--- src/rtl/dco_trim_ctrl.sv ---
// dco_trim_ctrl: closed-loop ring-oscillator trim that counts hiclock cycles per osc_ref period
// and steps a thermometer trim code toward target. Optional macro: DCO_TRIM_DEADBAND_EN.
module dco_trim_ctrl (
    input  logic        hiclock,
    input  logic        ireset,
    input  logic        enable,
    input  logic        osc_ref,
    input  logic [7:0]  target,
    input  logic [4:0]  init_code,
    output logic [25:0] trim,
    output logic [4:0]  trim_code,
    output logic        lock
);
    typedef enum logic [1:0] {IDLE, ARM, TRACK} state_t;

    state_t      state, state_nxt;
    logic [2:0]  sync;
    logic [1:0]  fill;
    logic        armed;
    logic        ref_tick;
    logic [7:0]  cnt;
    logic [2:0]  lcnt, lcnt_nxt;
    logic        up, dn, tick_trk, adjust, load;
    logic [4:0]  init_clamp, code_nxt;
    logic [25:0] trim_nxt;

    // Edges only count once the synchronizer holds real samples and has seen osc_ref low,
    // so a reference already high at reset release does not produce a tick.
    always_ff @(posedge hiclock or posedge ireset)
        if (ireset) begin
            sync  <= '0;
            fill  <= '0;
            armed <= 1'b0;
        end else begin
            sync  <= {sync[1:0], osc_ref};
            fill  <= {fill[0], 1'b1};
            armed <= armed | (fill[1] & ~sync[1]);
        end

    assign ref_tick = sync[1] & ~sync[2] & armed;

    always_ff @(posedge hiclock or posedge ireset)
        if (ireset)
            cnt <= '0;
        else
            cnt <= ref_tick ? 8'd1 : (cnt == 8'hFF ? cnt : cnt + 8'd1);

    always_ff @(posedge hiclock or posedge ireset)
        if (ireset)
            state <= IDLE;
        else
            state <= state_nxt;

    always_comb
        state_nxt = !enable ? IDLE :
                    state == IDLE ? ARM :
                    (state == ARM && ref_tick) ? TRACK : state;

`ifdef DCO_TRIM_DEADBAND_EN
    assign up = {1'b0, cnt} > {1'b0, target} + 9'd1;
    assign dn = {1'b0, cnt} + 9'd1 < {1'b0, target};
`else
    assign up = cnt > target;
    assign dn = cnt < target;
`endif

    // A request that would push the code past its rail is treated as no adjustment.
    always_comb begin
        load       = state == IDLE && enable;
        init_clamp = init_code > 5'd26 ? 5'd26 : init_code;
        tick_trk   = state == TRACK && enable && ref_tick;
        adjust     = tick_trk && ((up && trim_code != 5'd26) || (dn && trim_code != 5'd0));
        code_nxt   = load ? init_clamp :
                     !adjust ? trim_code :
                     up ? trim_code + 5'd1 : trim_code - 5'd1;
        trim_nxt   = (26'd1 << code_nxt) - 26'd1;
        lcnt_nxt   = (state_nxt != TRACK || adjust) ? 3'd0 :
                     (tick_trk && lcnt != 3'd4) ? lcnt + 3'd1 : lcnt;
    end

    always_ff @(posedge hiclock or posedge ireset)
        if (ireset) begin
            trim_code <= '0;
            trim      <= '0;
            lcnt      <= '0;
            lock      <= 1'b0;
        end else begin
            trim_code <= code_nxt;
            trim      <= trim_nxt;
            lcnt      <= lcnt_nxt;
            lock      <= lcnt_nxt == 3'd4;
        end
endmodule

--- config.mk ---
export PLATFORM = sky130hd
export DESIGN_NAME = dco_trim_ctrl
export DESIGN_NICKNAME = d
export VERILOG_FILES = /design/src/rtl/dco_trim_ctrl.sv
export SDC_FILE = /design/constraint.sdc
export NUM_CORES = 1
export LEC_CHECK = 0
export CAP_MARGIN = 20
export CORE_ASPECT_RATIO = 1.75
export CORE_MARGIN = 2
export CORE_UTILIZATION = 53
export DETAILED_ROUTE_END_ITERATION = 8
export PLACE_DENSITY_LB_ADDON = 0.08
export SLEW_MARGIN = 20
export SYNTH_ARGS = -nofsm -noshare
export SYNTH_HDL_FRONTEND = slang
export SYNTH_SLANG_ARGS = --single-unit
--- constraint.sdc ---
create_clock -name hiclock -period 5.1 [get_ports hiclock]
set_input_delay 0.51 -clock hiclock [delete_from_list [all_inputs] [get_ports hiclock]]
set_output_delay 0.51 -clock hiclock [all_outputs]
set_load 0.005 [all_outputs]
==> metrics.yaml <==
crit_family: "compound AO/OA/AOI/OAI gates"
worstSetupPathType: "input pin to flip-flop"
fin_cells: 387
route.detailed.drc: 3
leakage_nw: 1.54
violations: "design-rule violations"
cp-end-kind: "flip-flop"
synth_top_area_share_pct: 45.7
grt_pass1_vias: 2297
clk_latency_ns: 0.29
cts_tree: "done"
slew_headroom_pct: 41.3
core_um2: 5170
tns_ns: 0
clock_path_buffers: 2
synth-seq-cells: 51
gp_congestion: 0.884
final_nets: 365
critPathMaxStageDelay_ns: 0.46
path_max_fanout: 7
root_buffer: "clkbuf_8"
post-route-period-util_pct: 90.6
multi_input_area_um2: 1380
register_area_um2: 1280
yosysWarnings: 0
rsz0062_at_grt: "false"
grt-ovfl-total: 0
arrival_ns: 4.83
start_util_pct: 54.1
place_inst: 380
drtIter0Drc: 73
worstMarginPinSlew_ns: 0.881
drive_gt1_share_pct: 13.3
hold_path.class: "flip-flop to flip-flop"
die_area_um2: 5890
slew_violations: 0
maxCapViolCount: 0
finalCriticalPeriod_ns: 4.62
worst-path-buf-inv: 3
antenna_found_initial: 0
ir_drop_mv: 0.239
io_pins: 49
routed_wl_um: 6330
die_w_um: 58.9
postSynthAreaPerCell_um2: 10.1
synth.area.top_cells: "dfrtp_1, ha_1, nor2_1, nand2_1, inv_1"
syn_inst: 277
viasPerCell: 5.77
h-tree-depth: 2
path_clk_slew_ns: 0.09
wl_per_cell_um: 16.4
powerDensity_nw_per_um2: 373
critPathMostFrequentCell: "ha_1"
cts-resized-gates: 0
syn_area_um2: 2790
synth-seq-area-share_pct: 45.7
slowest_stage: "clkdlybuf4s50_1"
synth-edff-count: 0
antenna_left: 0
critical_path_required_ns: 5.30
p_total_w: 0.00128
worst_clock_skew_ns: 0.00708
synth.distinct_cells: 58
hpwl_um: 4820
n_antenna_cell: 0
hold_buffers: 0
numClockSinks: 51
drt_first_pass_iters: 6
fillCellCount: 437
worstPathCellList: "clkdlybuf4s50_1 -> inv_1 -> ha_1 -> nor2b_1 -> o211ai_1 -> a211oi_2 -> nor2_2 -> ha_1 -> a21o_1 -> a21o_1 -> nor3_1 -> o211ai_1 -> a31oi_4 -> inv_2 -> nor4_4 -> nand2b_1 -> ha_1 -> nor3_1 -> a21oi_1 -> o31ai_1"
dr_total_vias: 2232
cts_buffers: 5
synth_top_area_cell: "dfrtp_1"
startpoint_type: "input pin"
chipHeight_um: 100
rows: 35
fmax_mhz: 216
whs_ns: 0.357
grt_use_total_pct: 23.4
synthArstFlopShare_pct: 100
postCtsSetupBuffers: 0
status: "complete, but fails checks"
synth_nets: 310
synthFlopType: "dfrtp_1"
finalSetupViolations: 0
grt_pass1_wl_um: 10600
grt_max_degree: 52
io_buffers: 48
syn_to_final_growth_pct: 23.3
finalHoldViolCount: 0
## Yosys cell counts, drive strengths merged, types with 3 or more instances
cell type,n
and3,3
a211oi,4
a21o,7
or3,3
ha,15
clkbuf,3
o21ai,13
nor4,3
xnor2,3
nand2b,3
buf,5
nor3,7
dfrtp,51
a21oi,14
a31oi,5
nand2,22
nand3,14
o21a,5
a2bb2oi,3
xor2,4
o211ai,6
nand4,7
nor2b,4
inv,21
nor2,30
## state kept, by name, summed over array words and instances, names as in the netlist
| signal | count |
|---|---|
| lcnt | 3 |
| armed | 1 |
| trim_code | 5 |
| cnt | 8 |
| lock | 1 |
| sync | 3 |
| state | 2 |
| fill | 2 |
| trim | 26 |
## cells in the final DEF (no fill, tap or decap), types with 4 or more instances in the layout
master,n
nor2b_1,4
nor2_1,25
nor3_1,7
o211ai_1,4
nor2_2,4
dfrtp_1,51
clkbuf_8,6
o21ai_0,10
inv_1,16
o21a_1,4
a21o_1,7
nand3_1,11
buf_4,8
xor2_1,4
a21oi_1,11
ha_1,15
nand2_1,20
nand4_1,7
inv_2,4
clkdlybuf4s50_1,48
## power by group
| part | switching (W) | internal [W] | leakage (nW) |
|---|---|---|---|
| Sequential | 0.0000540 | 0.000484 | 0.623 |
| Clock | 0.000129 | 0.000109 | 0.0477 |
| Combinational | 0.000253 | 0.000254 | 0.869 |
## layout make-up
class	instances	area share, %
Tap cell	55	2.00
Clock buffer	6	2.40
Sequential cell	51	37.0
Inverter	22	2.58
Timing Repair Buffer	56	15.7
Multi-Input combinational cell	196	40.1
Clock inverter	1	0.254
## per-stage QoR
stage / util (%) / setup WS (ns) / instance area, µm²
finish: 66.7 / 0.480 / 3450
floorplan: - / 0.713 / 2790
CTS: 66.5 / 0.390 / 3440
global placement: 64.7 / 0.164 / 3350
detailed placement: 64.7 / 0.0402 / 3350
global route: 66.7 / 0.0384 / 3450
## layer usage
layer	share of wire (%)	global-route usage [%]	wire, µm	vias to the layer above
li1	-	-	-	1087
met1	39	25.9	2440	1083
met2	56	43.5	3540	50
met3	2.7	2.96	173	12
met4	2.8	8.92	177	0
met5	0	0	0	-
## cells by family after synthesis
| kind of cell | count (synthesis) | synth area share (%) |
|---|---|---|
| buf+inv | 30 | 5.19 |
| simple gates | 102 | 19.7 |
| other cells | 1 | 0.134 |
| mux | 2 | 0.717 |
| compound gates | 68 | 18.9 |
| xor+xnor | 7 | 2.19 |
| flops | 51 | 45.7 |
| fa+ha+maj | 16 | 7.43 |
## worst paths after layout
kind	from	to	slack, ns	depth (start not counted)
max	target[1]	trim[14]	0.48	20
min	sync[0]	sync[1]	0.36	0
max reg2reg	cnt[7]	trim[14]	0.72	18
min reg2reg	sync[0]	sync[1]	0.36	0
max in group asynchronous	ireset	cnt[1]	3.89	2
min in group asynchronous	ireset	sync[0]	0.68	2
No activity file was read; power rests on OpenSTA's default activity.
